[config.mk]
export PLATFORM = sky130hd
export DESIGN_NAME = data_mem_access
export DESIGN_NICKNAME = d
export VERILOG_FILES = /design/src/rtl/data_mem_access_pkg.sv /design/src/rtl/store_lane_fmt.sv /design/src/rtl/data_mem_access.sv
export SDC_FILE = /design/constraint.sdc
export NUM_CORES = 1
export LEC_CHECK = 0
export CAP_MARGIN = 10
export CORE_MARGIN = 2
export CORE_UTILIZATION = 42
export DETAILED_ROUTE_END_ITERATION = 8
export PLACE_DENSITY = 0.86
export SYNTH_ARGS = -nofsm -noshare
export SYNTH_HDL_FRONTEND = slang
export SYNTH_SLANG_ARGS = --single-unit
[constraint.sdc]
create_clock -name clk -period 3.9 [get_ports clk]
set_input_delay 0.585 -clock clk [delete_from_list [all_inputs] [get_ports clk]]
set_output_delay 0.585 -clock clk [all_outputs]
set_load 0.05 [all_outputs]
[src/rtl/data_mem_access_pkg.sv]
// Shared encodings for the MEM-stage data-memory access path: register-write
// modes, store types, and the access controller's state codes.
package data_mem_access_pkg;

  localparam logic [2:0] NOREGWRITE = 3'd0;
  localparam logic [2:0] LB         = 3'd1;
  localparam logic [2:0] LH         = 3'd2;
  localparam logic [2:0] LW         = 3'd3;
  localparam logic [2:0] LBU        = 3'd4;
  localparam logic [2:0] LHU        = 3'd5;

  localparam logic [1:0] SNONE = 2'd0;
  localparam logic [1:0] SB    = 2'd1;
  localparam logic [1:0] SH    = 2'd2;
  localparam logic [1:0] SW    = 2'd3;

  typedef enum logic [1:0] {
    IDLE = 2'd0,
    REQ  = 2'd1,
    WAIT = 2'd2
  } state_e;

  // Byte stores can land on any lane; halves and words must be naturally aligned.
  function automatic logic store_misaligned(input logic [1:0] storeType,
                                            input logic [1:0] addrLo);
    case (storeType)
      SH:      return addrLo[0];
      SW:      return addrLo != 2'b00;
      default: return 1'b0;
    endcase
  endfunction

endpackage

[src/rtl/store_lane_fmt.sv]
// Places store data onto the byte lanes of a 32-bit memory word and produces
// the matching byte enables; also flags stores that cannot be done in one word.
module store_lane_fmt
  import data_mem_access_pkg::*;
(
  input  logic [1:0]  storeType_i,
  input  logic [1:0]  addrLo_i,
  input  logic [31:0] data_i,
  output logic [3:0]  we_o,
  output logic [31:0] wdata_o,
  output logic        misaligned_o
);

  // Data is replicated across lanes so the memory simply picks the enabled bytes.
  always_comb begin
    we_o         = 4'b0000;
    wdata_o      = 32'h0;
    misaligned_o = store_misaligned(storeType_i, addrLo_i);
    case (storeType_i)
      SB: begin
        we_o    = 4'b0001 << addrLo_i;
        wdata_o = {4{data_i[7:0]}};
      end
      SH: begin
        we_o    = addrLo_i[1] ? 4'b1100 : 4'b0011;
        wdata_o = {2{data_i[15:0]}};
      end
      SW: begin
        we_o    = 4'b1111;
        wdata_o = data_i;
      end
      default: begin
        we_o    = 4'b0000;
        wdata_o = 32'h0;
      end
    endcase
  end

endmodule

[src/rtl/data_mem_access.sv]
// MEM-stage data-memory access controller: issues word-addressed, byte-enabled
// transactions on a variable-latency port, stalls until done, feeds the W stage.
module data_mem_access
  import data_mem_access_pkg::*;
#(
  parameter int ADDR_W = 32
) (
  input  logic              clk,
  input  logic              rst,
  input  logic [ADDR_W-1:0] alu_out_m,
  input  logic [31:0]       store_data_m,
  input  logic [1:0]        store_type_m,
  input  logic [2:0]        reg_write_m,
  input  logic              is_load_m,
  input  logic              flush_w,
  output logic              mem_req,
  input  logic              mem_ready,
  output logic [ADDR_W-3:0] mem_addr,
  output logic [3:0]        mem_we,
  output logic [31:0]       mem_wdata,
  input  logic              mem_rvalid,
  input  logic [31:0]       mem_rdata,
  output logic              stall_m,
  output logic              misalign,
  output logic [31:0]       data_w,
  output logic [1:0]        byte_sel_w,
  output logic [2:0]        reg_write_w
);

  state_e            state_q, state_d;
  logic [ADDR_W-3:0] addr_q;
  logic [3:0]        we_q;
  logic [31:0]       wdata_q;
  logic [1:0]        byteSel_q;
  logic [2:0]        regWrite_q;
  logic              isLoad_q;

  logic [31:0]       dataW_q;
  logic [1:0]        byteSelW_q;
  logic [2:0]        regWriteW_q;

  logic [3:0]        fmtWe;
  logic [31:0]       fmtWdata;
  logic              fmtMisaligned;
  logic              opValid;
  logic              misStore;
  logic              accept;
  logic              loadDone;

  store_lane_fmt uLaneFmt (
    .storeType_i  (store_type_m),
    .addrLo_i     (alu_out_m[1:0]),
    .data_i       (store_data_m),
    .we_o         (fmtWe),
    .wdata_o      (fmtWdata),
    .misaligned_o (fmtMisaligned)
  );

  assign opValid  = is_load_m || (store_type_m != SNONE);
  assign misStore = !is_load_m && fmtMisaligned;
  assign accept   = (state_q == IDLE) && opValid && !misStore;
  assign loadDone = (state_q == WAIT) && mem_rvalid;

  always_comb begin
    state_d  = state_q;
    mem_req  = 1'b0;
    stall_m  = 1'b0;
    misalign = 1'b0;
    case (state_q)
      IDLE: begin
        if (opValid && misStore) begin
          misalign = 1'b1;
        end else if (opValid) begin
          stall_m = 1'b1;
          state_d = REQ;
        end
      end
      REQ: begin
        mem_req = 1'b1;
        stall_m = !(mem_ready && !isLoad_q);
        if (mem_ready) begin
          state_d = isLoad_q ? WAIT : IDLE;
        end
      end
      WAIT: begin
        // Read data is only accepted from the cycle after the request was taken.
        stall_m = !mem_rvalid;
        if (mem_rvalid) begin
          state_d = IDLE;
        end
      end
      default: state_d = IDLE;
    endcase
  end

  always_ff @(posedge clk or posedge rst) begin
    if (rst) begin
      state_q <= IDLE;
    end else begin
      state_q <= state_d;
    end
  end

  always_ff @(posedge clk or posedge rst) begin
    if (rst) begin
      addr_q     <= '0;
      we_q       <= 4'b0000;
      wdata_q    <= 32'h0;
      byteSel_q  <= 2'b00;
      regWrite_q <= NOREGWRITE;
      isLoad_q   <= 1'b0;
    end else if (accept) begin
      addr_q     <= alu_out_m[ADDR_W-1:2];
      we_q       <= is_load_m ? 4'b0000 : fmtWe;
      wdata_q    <= is_load_m ? 32'h0 : fmtWdata;
      byteSel_q  <= alu_out_m[1:0];
      regWrite_q <= reg_write_m;
      isLoad_q   <= is_load_m;
    end
  end

  // Flush beats a completing load; a stalled M stage sends a bubble instead.
  always_ff @(posedge clk or posedge rst) begin
    if (rst) begin
      dataW_q     <= 32'h0;
      byteSelW_q  <= 2'b00;
      regWriteW_q <= NOREGWRITE;
    end else if (flush_w) begin
      dataW_q     <= 32'h0;
      regWriteW_q <= NOREGWRITE;
    end else if (loadDone) begin
      dataW_q     <= mem_rdata;
      byteSelW_q  <= byteSel_q;
      regWriteW_q <= regWrite_q;
    end else if (stall_m) begin
      regWriteW_q <= NOREGWRITE;
    end else if (!is_load_m) begin
      dataW_q     <= 32'h0;
      byteSelW_q  <= alu_out_m[1:0];
      regWriteW_q <= misStore ? NOREGWRITE : reg_write_m;
    end else begin
      regWriteW_q <= NOREGWRITE;
    end
  end

  assign mem_addr    = addr_q;
  assign mem_we      = we_q;
  assign mem_wdata   = wdata_q;
  assign data_w      = dataW_q;
  assign byte_sel_w  = byteSelW_q;
  assign reg_write_w = regWriteW_q;

endmodule

==> report_table.html, run 1 <==
<table>
<tr><th>Metric</th><th>Value</th></tr>
<tr><th colspan="2">Status</th></tr>
<tr><td>Status</td><td>finished clean</td></tr>
<tr><th colspan="2">Global route</th></tr>
<tr><td>Via count of the first global-routing pass</td><td>4016</td></tr>
<tr><td>Initial antenna violation count</td><td>0</td></tr>
<tr><td>First-pass GRT wire length</td><td>19900 µm</td></tr>
<tr><td>Largest net degree at the start of global routing</td><td>45</td></tr>
<tr><td>Aggregate global-route resource usage</td><td>21.7%</td></tr>
<tr><td>Remaining Overflow, GRT</td><td>0</td></tr>
<tr><th colspan="2">Critical path</th></tr>
<tr><td>WP depth</td><td>5</td></tr>
<tr><td>Required time worst endpoint</td><td>3310 ps</td></tr>
<tr><td>Start-to-end type of the worst setup path</td><td>input port to output pin</td></tr>
<tr><td>CP arrival</td><td>2550 ps</td></tr>
<tr><td>Reg2reg start</td><td>state_q[1]</td></tr>
<tr><td>End of the worst register-to-register path</td><td>data_w[7]</td></tr>
<tr><td>Count of buffer and inverter cells on the critical path</td><td>3</td></tr>
<tr><td>Maximum single-stage delay on the critical path</td><td>840 ps</td></tr>
<tr><td>Internal reg-to-reg setup slack</td><td>1910 ps</td></tr>
<tr><td>CP max FO</td><td>25</td></tr>
<tr><td>Kind of end point of the critical path</td><td>output pin</td></tr>
<tr><td>Startpoint type of the worst setup path</td><td>input port</td></tr>
<tr><td>Slowest stage cell on the critical path</td><td>sky130_fd_sc_hd__o311ai_4</td></tr>
<tr><td>Number of cell instances on the worst register-to-register path</td><td>5</td></tr>
<tr><td>Cell-by-cell trace of the critical path</td><td>clkdlybuf4s50_1 -&gt; inv_2 -&gt; o311ai_4 -&gt; nand2_1 -&gt; buf_4</td></tr>
<tr><td>Top Family by Delay on Critical Path</td><td>buffers and inverters</td></tr>
<tr><th colspan="2">Clock tree</th></tr>
<tr><td>CTS tree</td><td>built</td></tr>
<tr><td>Hold buffer count at CTS</td><td>0</td></tr>
<tr><td>Skew-Pair Late Insertion Delay</td><td>360 ps</td></tr>
<tr><td>CTS sink cnt</td><td>111</td></tr>
<tr><td>CTS max path bufs</td><td>2</td></tr>
<tr><td>Post-CTS Setup Repair Bufs</td><td>0</td></tr>
<tr><td>Reg clk slew, reported paths</td><td>90 ps</td></tr>
<tr><td>Number of buffers created by CTS</td><td>9</td></tr>
<tr><td>Clock root buffer</td><td>sky130_fd_sc_hd__clkbuf_8</td></tr>
<tr><td>Max H-tree Level</td><td>3</td></tr>
<tr><td>Total of cells resized after clock tree synthesis</td><td>0</td></tr>
<tr><th colspan="2">Finish</th></tr>
<tr><td>Count of inserted antenna diode cells</td><td>0</td></tr>
<tr><td>Total Nets Final</td><td>695</td></tr>
<tr><td>Share of final-layout standard cells stronger than drive strength 1</td><td>12.3%</td></tr>
<tr><td>Area delta synth-&gt;final</td><td>52.0%</td></tr>
<tr><th colspan="2">Placed design</th></tr>
<tr><td>Final GP Congestion</td><td>0.856</td></tr>
<tr><td>Dpl hpwl</td><td>9670 µm</td></tr>
<tr><td>Buffers added on ports</td><td>212</td></tr>
<tr><td>Post-place setup slack</td><td>736 ps</td></tr>
<tr><th colspan="2">Detailed routing</th></tr>
<tr><td>Number of search-and-repair iterations in the first detailed-routing pass</td><td>5</td></tr>
<tr><td>Total detailed-routing wirelength</td><td>12800 µm</td></tr>
<tr><td>Initial drt markers</td><td>246</td></tr>
<tr><td>DRC viols</td><td>0</td></tr>
<tr><td>Remaining antenna violation count</td><td>0</td></tr>
<tr><td>Post-detailed-route wirelength per cell</td><td>17.5 µm</td></tr>
<tr><td>Vias</td><td>3936</td></tr>
<tr><td>Average vias per placed instance</td><td>5.37</td></tr>
<tr><th colspan="2">Synth</th></tr>
<tr><td>Leading post-synthesis cells by instance count</td><td>sky130_fd_sc_hd__dfrtp_1, sky130_fd_sc_hd__a22o_1, sky130_fd_sc_hd__nand2_1, sky130_fd_sc_hd__mux2_2, sky130_fd_sc_hd__o31ai_1</td></tr>
<tr><td>Flip-flop cell with the highest count after synthesis</td><td>sky130_fd_sc_hd__dfrtp_1</td></tr>
<tr><td>Post-synthesis instance area</td><td>4680 µm²</td></tr>
<tr><td>Syn Area/Cell</td><td>12.2 µm²</td></tr>
<tr><td>Top-area cell type share of the netlist area</td><td>59.3%</td></tr>
<tr><td>Post-synth EDFFs</td><td>0</td></tr>
<tr><td>Cell accounting for the most synthesized area</td><td>sky130_fd_sc_hd__dfrtp_1</td></tr>
<tr><td>Synth area leaders</td><td>sky130_fd_sc_hd__dfrtp_1, sky130_fd_sc_hd__mux2_2, sky130_fd_sc_hd__a22o_1, sky130_fd_sc_hd__o31ai_1, sky130_fd_sc_hd__mux2i_1</td></tr>
<tr><td>Fraction of synthesis flops using an asynchronous set or reset pin</td><td>100%</td></tr>
<tr><td>Count of warnings emitted by yosys</td><td>0</td></tr>
<tr><td>Cells after Synth</td><td>383</td></tr>
<tr><td>Post-synthesis sequential area ratio</td><td>59.3%</td></tr>
<tr><td>Count leader, synth</td><td>sky130_fd_sc_hd__dfrtp_1</td></tr>
<tr><td>Synth Register Bits</td><td>111</td></tr>
<tr><td>Net Count, Synth</td><td>490</td></tr>
<tr><td>Library cells used by synthesis</td><td>34</td></tr>
<tr><th colspan="2">Timing</th></tr>
<tr><td>Slew of the pin with the lowest slew margin</td><td>932 ps</td></tr>
<tr><td>Setup violation total in the final timing report</td><td>0</td></tr>
<tr><td>RSZ-0062 raised after global routing</td><td>no</td></tr>
<tr><td>Pins over their slew limit</td><td>0</td></tr>
<tr><td>Final period demand of the worst path</td><td>3130 ps</td></tr>
<tr><td>TNS Setup</td><td>0 ps</td></tr>
<tr><td>Largest clock skew in the final design</td><td>12.8 ps</td></tr>
<tr><td>Worst slew margin relative to its limit</td><td>37.7%</td></tr>
<tr><td>Final worst setup slack</td><td>767 ps</td></tr>
<tr><td>Highest Clock Rate</td><td>319 MHz</td></tr>
<tr><td>Share of the clock period used by the worst path</td><td>80.3%</td></tr>
<tr><td>Final Hold Violating Endpoints</td><td>0</td></tr>
<tr><th colspan="2">Run</th></tr>
<tr><td>Maximum Capacitance Violations</td><td>0</td></tr>
<tr><th colspan="2">Die</th></tr>
<tr><td>Die ar.</td><td>12000 µm²</td></tr>
<tr><td>Die Y</td><td>110 µm</td></tr>
<tr><td>Total core area</td><td>10800 µm²</td></tr>
<tr><td>Number of placement rows</td><td>38</td></tr>
<tr><td>Ports</td><td>213</td></tr>
<tr><td>Initial Util</td><td>43.2%</td></tr>
<tr><td>Die span in x</td><td>110 µm</td></tr>
<tr><th colspan="2">Hold path</th></tr>
<tr><td>Hold Crit Endpoint</td><td>byteSel_q[1]</td></tr>
<tr><td>Classification of the worst-slack hold path</td><td>register to register</td></tr>
<tr><td>Number of instances on the worst hold path</td><td>2</td></tr>
<tr><td>Start point of the worst hold path</td><td>byteSel_q[1]</td></tr>
<tr><th colspan="2">Power</th></tr>
<tr><td>Cell Pwr Density</td><td>775 nW/µm²</td></tr>
<tr><td>Max IR drop VDD</td><td>584 µV</td></tr>
<tr><td>Static power due to leakage</td><td>0.00302 µW</td></tr>
</table>
[tightest hold or removal path, cell delays in order (launching register included)]
cell                      delay [ps]
sky130_fd_sc_hd__dfrtp_1         350
sky130_fd_sc_hd__nand2_1          40
sky130_fd_sc_hd__o21ai_0          60
[area by class of cell]
class / instances / area (µm²)
clock inverter: 7 / 48.8
clock buffer: 9 / 124
sequential: 111 / 2780
multi-input combinational: 237 / 1750
inverter: 5 / 21.3
tap: 140 / 175
timing repair buffer: 224 / 2220
fill: 837 / 3730
[per-stage QoR]
stage                     total power [µW]  util (%)  instance area, µm²  hold slack [ps]  cells
after global placement                4870      64.0                6940              462    717
after global routing                  5800      65.6                7110              520    733
after CTS                             5560      65.6                7110              488    733
final                                 5510      65.6                7110              484    733
after floorplan                       3860         -                4680              442    383
after detailed placement              4940      64.0                6940              467    717
[how the worst max path moves through the flow]
stage	from	endpoint	slack, ps
3_3_place_gp	store_type_m[1]	stall_m	760
5_1_grt	store_type_m[1]	stall_m	620
4_1_cts	store_type_m[1]	stall_m	730
2_1_floorplan	rst	byteSel_q[0]	380
3_5_place_dp	store_type_m[1]	stall_m	740
6_report	store_type_m[1]	stall_m	770
[sequential cells by signal (all words and copies together) (netlist names), 3 cells and up]
| register | flops |
|---|---|
| mem_wdata | 32 |
| mem_we | 4 |
| regWrite_q | 3 |
| data_w | 32 |
| reg_write_w | 3 |
| mem_addr | 30 |
[where the power goes]
group | leakage [µW] | internal [µW] | switching, µW
Sequential | 0.00143 | 1550 | 219
Clock | 0.0000776 | 232 | 383
Combinational | 0.00151 | 1120 | 2010
[metal layers]
metal / vias to the layer above / part of all wire, % / track usage, %
met5: - / 0 / 0
met4: 0 / 2.6 / 9.58
met3: 25 / 9.9 / 5.99
met2: 201 / 49 / 36.6
met1: 1899 / 38 / 26.0
li1: 1811 / - / -
[cells in the final DEF (no fill, tap or decap), types with 2 or more instances in the layout]
cell                                n
sky130_fd_sc_hd__inv_1              3
sky130_fd_sc_hd__clkbuf_8           9
sky130_fd_sc_hd__a22oi_1            9
sky130_fd_sc_hd__a22o_1            43
sky130_fd_sc_hd__mux2_2            34
sky130_fd_sc_hd__o211ai_1           2
sky130_fd_sc_hd__dfrtp_1          111
sky130_fd_sc_hd__clkinvlp_4         4
sky130_fd_sc_hd__o31ai_1           28
sky130_fd_sc_hd__clkdlybuf4s50_1  210
sky130_fd_sc_hd__nor3b_1            3
sky130_fd_sc_hd__clkinv_2           2
sky130_fd_sc_hd__a21oi_1           22
sky130_fd_sc_hd__nor2b_1            2
sky130_fd_sc_hd__buf_4             13
sky130_fd_sc_hd__nand2b_1           2
sky130_fd_sc_hd__nor2_1            22
sky130_fd_sc_hd__mux2i_1           15
sky130_fd_sc_hd__nand4_1            2
sky130_fd_sc_hd__nand2_1           35
sky130_fd_sc_hd__o21ai_0            4
[logic make-up (layout without fill, tap and decap cells)]
group           after synthesis  after routing  synth area share, %
compound gates              115            115                 18.8
flops                       111            111                 59.3
simple gates                 72             72                 6.87
mux                          49             49                 11.4
buf+inv                      35            245                 3.39
xor+xnor                      1              1                0.187
No activity file was read; power rests on OpenSTA's default activity.
==> run 2: changes to the inputs <==
- CORE_UTILIZATION: 42 -> 38
- PLACE_DENSITY: 0.86 -> 0.82
- clock period: 3.9 -> 2.8 ns (I/O delays scaled with it)
==> run 2 against run 1 <==
Register-to-register slack worse by 1000 ps. Setup slack got worse by 440 ps. Clock skew down 5.3 ps. Hold slack got worse by 8.8 ps. Total power is 51% higher. Die area is 10% higher. Critical path depth up 1. Sequential power grew 40%. Critical path type unchanged.
==> report_table.html, run 2 (same netlist as run 1, synthesis figures left out) <==
<table>
<tr><th>Metric</th><th>Value</th></tr>
<tr><th colspan="2">Timing</th></tr>
<tr><td>Final period demand of the worst path</td><td>2480 ps</td></tr>
<tr><td>TNS Setup</td><td>0 ps</td></tr>
<tr><td>Worst Hold Slack</td><td>475 ps</td></tr>
<tr><td>RSZ-0062 raised after global routing</td><td>no</td></tr>
<tr><td>Share of the clock period used by the worst path</td><td>88.4%</td></tr>
<tr><td>Slew of the pin with the lowest slew margin</td><td>673 ps</td></tr>
<tr><td>Highest Clock Rate</td><td>404 MHz</td></tr>
<tr><td>Pins over their slew limit</td><td>0</td></tr>
<tr><td>Setup violation total in the final timing report</td><td>0</td></tr>
<tr><td>Worst slew margin relative to its limit</td><td>55.0%</td></tr>
<tr><td>Largest clock skew in the final design</td><td>7.54 ps</td></tr>
<tr><td>Final Hold Violating Endpoints</td><td>0</td></tr>
<tr><th colspan="2">Run</th></tr>
<tr><td>Maximum Capacitance Violations</td><td>0</td></tr>
<tr><th colspan="2">Placed design</th></tr>
<tr><td>Dpl cell area</td><td>7020 µm²</td></tr>
<tr><td>Buffers added on ports</td><td>212</td></tr>
<tr><td>Dpl hpwl</td><td>9800 µm</td></tr>
<tr><td>Total placed cells including tap cells</td><td>729</td></tr>
<tr><td>Final GP Congestion</td><td>0.833</td></tr>
<tr><th colspan="2">Clock tree</th></tr>
<tr><td>CTS tree</td><td>built</td></tr>
<tr><td>Clock root buffer</td><td>sky130_fd_sc_hd__clkbuf_16</td></tr>
<tr><td>Post-CTS Setup Repair Bufs</td><td>0</td></tr>
<tr><td>Max H-tree Level</td><td>3</td></tr>
<tr><td>CTS max path bufs</td><td>2</td></tr>
<tr><td>Total of cells resized after clock tree synthesis</td><td>0</td></tr>
<tr><td>CTS sink cnt</td><td>111</td></tr>
<tr><td>Skew-Pair Late Insertion Delay</td><td>350 ps</td></tr>
<tr><td>Hold buffer count at CTS</td><td>0</td></tr>
<tr><td>Number of buffers created by CTS</td><td>9</td></tr>
<tr><td>Reg clk slew, reported paths</td><td>70 ps</td></tr>
<tr><th colspan="2">Detailed routing</th></tr>
<tr><td>Initial drt markers</td><td>226</td></tr>
<tr><td>Average vias per placed instance</td><td>5.27</td></tr>
<tr><td>Number of search-and-repair iterations in the first detailed-routing pass</td><td>4</td></tr>
<tr><td>Total detailed-routing wirelength</td><td>13300 µm</td></tr>
<tr><td>Post-detailed-route wirelength per cell</td><td>17.9 µm</td></tr>
<tr><td>Vias</td><td>3925</td></tr>
<tr><td>Remaining antenna violation count</td><td>0</td></tr>
<tr><td>DRC viols</td><td>0</td></tr>
<tr><th colspan="2">Critical path</th></tr>
<tr><td>Most used cell along the critical path</td><td>sky130_fd_sc_hd__buf_4</td></tr>
<tr><td>Cell-by-cell trace of the critical path</td><td>clkdlybuf4s50_1 -&gt; buf_4 -&gt; or3_4 -&gt; o311ai_4 -&gt; nand2_1 -&gt; buf_4</td></tr>
<tr><td>Count of buffer and inverter cells on the critical path</td><td>3</td></tr>
<tr><td>Slowest stage cell on the critical path</td><td>sky130_fd_sc_hd__clkdlybuf4s50_1</td></tr>
<tr><td>CP arrival</td><td>2060 ps</td></tr>
<tr><td>Required time worst endpoint</td><td>2380 ps</td></tr>
<tr><td>Start-to-end type of the worst setup path</td><td>input port to output pin</td></tr>
<tr><td>Number of cell instances on the worst register-to-register path</td><td>5</td></tr>
<tr><td>WP depth</td><td>6</td></tr>
<tr><td>Kind of end point of the critical path</td><td>output pin</td></tr>
<tr><td>Top Family by Delay on Critical Path</td><td>buffers and inverters</td></tr>
<tr><td>Maximum single-stage delay on the critical path</td><td>490 ps</td></tr>
<tr><td>Startpoint type of the worst setup path</td><td>input port</td></tr>
<tr><td>CP max FO</td><td>14</td></tr>
<tr><th colspan="2">Finish</th></tr>
<tr><td>Non-filler instance count after layout</td><td>745</td></tr>
<tr><td>Count of inserted antenna diode cells</td><td>0</td></tr>
<tr><td>Most frequent cells in the layout</td><td>sky130_fd_sc_hd__clkdlybuf4s50_1, sky130_fd_sc_hd__dfrtp_1, sky130_fd_sc_hd__a22o_1</td></tr>
<tr><td>Area delta synth-&gt;final</td><td>57.2%</td></tr>
<tr><td>Total Nets Final</td><td>700</td></tr>
<tr><td>Share of final-layout standard cells stronger than drive strength 1</td><td>13.2%</td></tr>
<tr><td>Post-route cell area</td><td>7360 µm²</td></tr>
<tr><td>Most common cell after layout, fill and taps aside</td><td>sky130_fd_sc_hd__clkdlybuf4s50_1</td></tr>
<tr><th colspan="2">Die</th></tr>
<tr><td>Ports</td><td>213</td></tr>
<tr><td>Total core area</td><td>12000 µm²</td></tr>
<tr><td>Die span in x</td><td>115 µm</td></tr>
<tr><td>Die Y</td><td>115 µm</td></tr>
<tr><td>Number of placement rows</td><td>40</td></tr>
<tr><td>Die ar.</td><td>13200 µm²</td></tr>
<tr><td>Initial Util</td><td>39.0%</td></tr>
<tr><th colspan="2">Power</th></tr>
<tr><td>Cell Pwr Density</td><td>1130 nW/µm²</td></tr>
<tr><td>Max IR drop VDD</td><td>792 µV</td></tr>
<tr><td>Post-layout total power</td><td>8310 µW</td></tr>
<tr><td>Static power due to leakage</td><td>0.00314 µW</td></tr>
<tr><th colspan="2">Hold path</th></tr>
<tr><td>Classification of the worst-slack hold path</td><td>register to register</td></tr>
<tr><td>Number of instances on the worst hold path</td><td>2</td></tr>
<tr><th colspan="2">Global route</th></tr>
<tr><td>Initial antenna violation count</td><td>0</td></tr>
<tr><td>Largest net degree at the start of global routing</td><td>112</td></tr>
<tr><td>First-pass GRT wire length</td><td>21100 µm</td></tr>
<tr><td>Aggregate global-route resource usage</td><td>20.4%</td></tr>
<tr><td>Remaining Overflow, GRT</td><td>0</td></tr>
<tr><td>Via count of the first global-routing pass</td><td>4073</td></tr>
<tr><th colspan="2">Status</th></tr>
<tr><td>Status</td><td>finished clean</td></tr>
</table>
## run 2: worst register-to-register path, stage by stage, from the launching register on
cell                       delay (ps)
sky130_fd_sc_hd__dfrtp_1          410
sky130_fd_sc_hd__nor2_1           340
sky130_fd_sc_hd__o311ai_4         310
sky130_fd_sc_hd__buf_12           280
sky130_fd_sc_hd__buf_4            250
sky130_fd_sc_hd__o31ai_1          260
## run 2: cell type report
class                           count  area, µm²
Clock buffer                       10        239
Clock inverter                      6       98.8
Fill cell                         966       4650
Inverter                            5       22.5
Multi-Input combinational cell    237       1750
Sequential cell                   111       2780
Tap cell                          147        184
Timing Repair Buffer              229       2280
## run 2: stage by stage
step           worst slack [ps]  util, %
2_1_floorplan               554        -
3_3_place_gp                249     58.4
3_5_place_dp                190     58.4
4_1_cts                     307     61.3
5_1_grt                     170     61.3
6_report                    325     61.3
## run 2: power by group
| part | leakage (µW) | internal, µW | switching (µW) | total (µW) |
|---|---|---|---|---|
| registers | 0.00143 | 2160 | 314 | 2470 |
| clock network | 0.000163 | 825 | 604 | 1430 |
| logic | 0.00154 | 1600 | 2820 | 4410 |
## run 2: path summary, 6_finish.rpt
kind                                  from       endpoint  slack (ps)
max in group asynchronous              rst     data_w[18]        1750
hold reg to reg              mem_wdata[15]  mem_wdata[15]         480
setup / recovery           store_type_m[1]        stall_m         320
min in group asynchronous              rst      mem_we[0]         590
hold / removal               mem_wdata[15]  mem_wdata[15]         480
setup reg to reg                state_q[1]  mem_wdata[31]         860
## run 2: metal layers
| metal | up-vias | track usage [%] | wire, µm |
|---|---|---|---|
| li1 | 1828 | - | - |
| met1 | 1900 | 25.6 | 5400 |
| met2 | 185 | 33.8 | 6430 |
| met3 | 12 | 7.12 | 1350 |
| met4 | 0 | 5.38 | 126 |
| met5 | - | 0 | 0 |
==> run 3: changes to the inputs <==
- CORE_MARGIN: 2 -> unset
==> run 3 against run 2 <==
Register-to-register slack improved by 60 ps. Utilization down 0.52 points. Largest cell class unchanged. Fmax grew 1.6%. Critical endpoint is now mem_req. First-iteration DRC count grew 8.0%.
==> report_table.html, run 3 (same netlist as run 1, synthesis figures left out) <==
<table>
<tr><th>Metric</th><th>Value</th></tr>
<tr><th colspan="2">Global route</th></tr>
<tr><td>Initial antenna violation count</td><td>0</td></tr>
<tr><td>First-pass GRT wire length</td><td>20800 µm</td></tr>
<tr><td>Via count of the first global-routing pass</td><td>4083</td></tr>
<tr><td>Remaining Overflow, GRT</td><td>0</td></tr>
<tr><td>Aggregate global-route resource usage</td><td>21.1%</td></tr>
<tr><td>Largest net degree at the start of global routing</td><td>112</td></tr>
<tr><th colspan="2">Detailed routing</th></tr>
<tr><td>DRC viols</td><td>0</td></tr>
<tr><td>Average vias per placed instance</td><td>5.32</td></tr>
<tr><td>Post-detailed-route wirelength per cell</td><td>17.7 µm</td></tr>
<tr><td>Remaining antenna violation count</td><td>0</td></tr>
<tr><td>Number of search-and-repair iterations in the first detailed-routing pass</td><td>4</td></tr>
<tr><td>Initial drt markers</td><td>244</td></tr>
<tr><td>Total detailed-routing wirelength</td><td>13100 µm</td></tr>
<tr><td>Vias</td><td>3939</td></tr>
<tr><th colspan="2">Power</th></tr>
<tr><td>Switch share</td><td>44.7%</td></tr>
<tr><td>Share of power burned in the clock network</td><td>16.3%</td></tr>
<tr><td>Pint</td><td>4530 µW</td></tr>
<tr><td>Static power due to leakage</td><td>0.00311 µW</td></tr>
<tr><td>Cell Pwr Density</td><td>1120 nW/µm²</td></tr>
<tr><td>Switching power total</td><td>3660 µW</td></tr>
<tr><td>Seq pwr share</td><td>30.1%</td></tr>
<tr><td>Combinational power share</td><td>53.7%</td></tr>
<tr><td>Max IR drop VDD</td><td>817 µV</td></tr>
<tr><th colspan="2">Clock tree</th></tr>
<tr><td>Max H-tree Level</td><td>3</td></tr>
<tr><td>Total of cells resized after clock tree synthesis</td><td>0</td></tr>
<tr><td>Hold buffer count at CTS</td><td>0</td></tr>
<tr><td>Post-CTS Setup Repair Bufs</td><td>0</td></tr>
<tr><td>CTS tree</td><td>built</td></tr>
<tr><td>CTS sink cnt</td><td>111</td></tr>
<tr><td>Clock root buffer</td><td>sky130_fd_sc_hd__clkbuf_16</td></tr>
<tr><td>CTS max path bufs</td><td>2</td></tr>
<tr><td>Reg clk slew, reported paths</td><td>70 ps</td></tr>
<tr><td>Number of buffers created by CTS</td><td>9</td></tr>
<tr><td>Skew-Pair Late Insertion Delay</td><td>340 ps</td></tr>
<tr><th colspan="2">Timing</th></tr>
<tr><td>Worst slew margin relative to its limit</td><td>60.1%</td></tr>
<tr><td>TNS Setup</td><td>0 ps</td></tr>
<tr><td>Share of the clock period used by the worst path</td><td>87.0%</td></tr>
<tr><td>Worst Hold Slack</td><td>479 ps</td></tr>
<tr><td>Highest Clock Rate</td><td>410 MHz</td></tr>
<tr><td>Final period demand of the worst path</td><td>2440 ps</td></tr>
<tr><td>Setup violation total in the final timing report</td><td>0</td></tr>
<tr><td>Pins over their slew limit</td><td>0</td></tr>
<tr><td>RSZ-0062 raised after global routing</td><td>no</td></tr>
<tr><td>Largest clock skew in the final design</td><td>8.68 ps</td></tr>
<tr><td>Slew of the pin with the lowest slew margin</td><td>597 ps</td></tr>
<tr><td>Final Hold Violating Endpoints</td><td>0</td></tr>
<tr><th colspan="2">Finish</th></tr>
<tr><td>Area delta synth-&gt;final</td><td>55.8%</td></tr>
<tr><td>Final standard cell utilization of the core</td><td>60.7%</td></tr>
<tr><td>Share of final-layout standard cells stronger than drive strength 1</td><td>12.0%</td></tr>
<tr><td>Most common cell after layout, fill and taps aside</td><td>sky130_fd_sc_hd__clkdlybuf4s50_1</td></tr>
<tr><td>Most frequent cells in the layout</td><td>sky130_fd_sc_hd__clkdlybuf4s50_1, sky130_fd_sc_hd__dfrtp_1, sky130_fd_sc_hd__a22o_1</td></tr>
<tr><td>Number of fillers in the final layout</td><td>940</td></tr>
<tr><td>Total Nets Final</td><td>696</td></tr>
<tr><td>Count of inserted antenna diode cells</td><td>0</td></tr>
<tr><th colspan="2">Critical path</th></tr>
<tr><td>Startpoint type of the worst setup path</td><td>register</td></tr>
<tr><td>Slowest stage cell on the critical path</td><td>sky130_fd_sc_hd__clkdlybuf4s50_1</td></tr>
<tr><td>Start-to-end type of the worst setup path</td><td>register to output pin</td></tr>
<tr><td>Count of buffer and inverter cells on the critical path</td><td>1</td></tr>
<tr><td>Maximum single-stage delay on the critical path</td><td>900 ps</td></tr>
<tr><td>CP arrival</td><td>2020 ps</td></tr>
<tr><td>Required time worst endpoint</td><td>2380 ps</td></tr>
<tr><td>Cell-by-cell trace of the critical path</td><td>nor2b_1 -&gt; clkdlybuf4s50_1</td></tr>
<tr><td>CP max FO</td><td>6</td></tr>
<tr><td>Kind of end point of the critical path</td><td>output pin</td></tr>
<tr><td>Top Family by Delay on Critical Path</td><td>buffers and inverters</td></tr>
<tr><th colspan="2">Status</th></tr>
<tr><td>Status</td><td>finished clean</td></tr>
<tr><th colspan="2">Run</th></tr>
<tr><td>Maximum Capacitance Violations</td><td>0</td></tr>
<tr><th colspan="2">Die</th></tr>
<tr><td>Number of placement rows</td><td>40</td></tr>
<tr><td>Die ar.</td><td>12800 µm²</td></tr>
<tr><td>Die Y</td><td>113 µm</td></tr>
<tr><td>Total core area</td><td>12000 µm²</td></tr>
<tr><td>Die span in x</td><td>113 µm</td></tr>
<tr><td>Ports</td><td>213</td></tr>
<tr><td>Initial Util</td><td>39.0%</td></tr>
<tr><th colspan="2">Placed design</th></tr>
<tr><td>Final GP Congestion</td><td>0.838</td></tr>
<tr><td>Dpl hpwl</td><td>9320 µm</td></tr>
<tr><td>Buffers added on ports</td><td>212</td></tr>
<tr><th colspan="2">Hold path</th></tr>
<tr><td>Classification of the worst-slack hold path</td><td>register to register</td></tr>
</table>
run 3: cell count changes in the layout (fill, tap and decap cells not counted), sizes merged:
cell / change
clkbuf: +2
buf: -4
clkinvlp: -1
clkinv: +1
inv: -3
run 3: power groups by stage:
stage	clock [µW]	combinational (µW)	sequential (µW)
after floorplan	0	1180	4200
after global placement	0	4360	2460
after detailed placement	0	4420	2480
after CTS	1370	4430	2470
after global routing	1440	4590	2530
final	1330	4400	2460
run 3: cell type report:
class	instances	area, µm²	share of cell area (%)
well taps	147	184	2.52
multi-input cells	237	1750	24.0
flip-flops and latches	111	2780	38.1
repair buffers	225	2250	30.9
clock inverters	3	68.8	0.943
clock buffers	12	236	3.24
inverters	5	22.5	0.309
run 3: worst min-delay path: stages (launching register included):
cell	delay, ps
sky130_fd_sc_hd__dfrtp_1	340
sky130_fd_sc_hd__nand2_1	40
sky130_fd_sc_hd__o21ai_0	60
run 3: path summary, 6_finish.rpt:
kind,start,endpoint,slack [ps],cells past startpoint
setup reg to reg,state_q[1],data_w[15],920,6
min in group asynchronous,rst,mem_addr[4],580,3
setup / recovery,state_q[0],mem_req,360,2
hold / removal,byteSel_q[1],byteSel_q[1],480,2
max in group asynchronous,rst,data_w[21],1740,3
hold reg to reg,byteSel_q[1],byteSel_q[1],480,2
run 3: metrics by stage:
step | power (µW) | std cells | setup WS (ps) | area, µm²
after floorplan | 5380 | 383 | 554 | 4690
after global placement | 6830 | 725 | 370 | 6990
after detailed placement | 6900 | 725 | 303 | 6990
after CTS | 8270 | 740 | 334 | 7300
after global routing | 8560 | 740 | 282 | 7300
final | 8190 | 740 | 363 | 7300
run 3: layer usage:
metal / part of all wire, % / global-route usage, % / vias to the layer above
li1: - / - / 1812
met1: 39 / 24.3 / 1917
met2: 48 / 35.3 / 194
met3: 11 / 9.21 / 16
met4: 1.9 / 6.58 / 0
met5: 0 / 0 / -
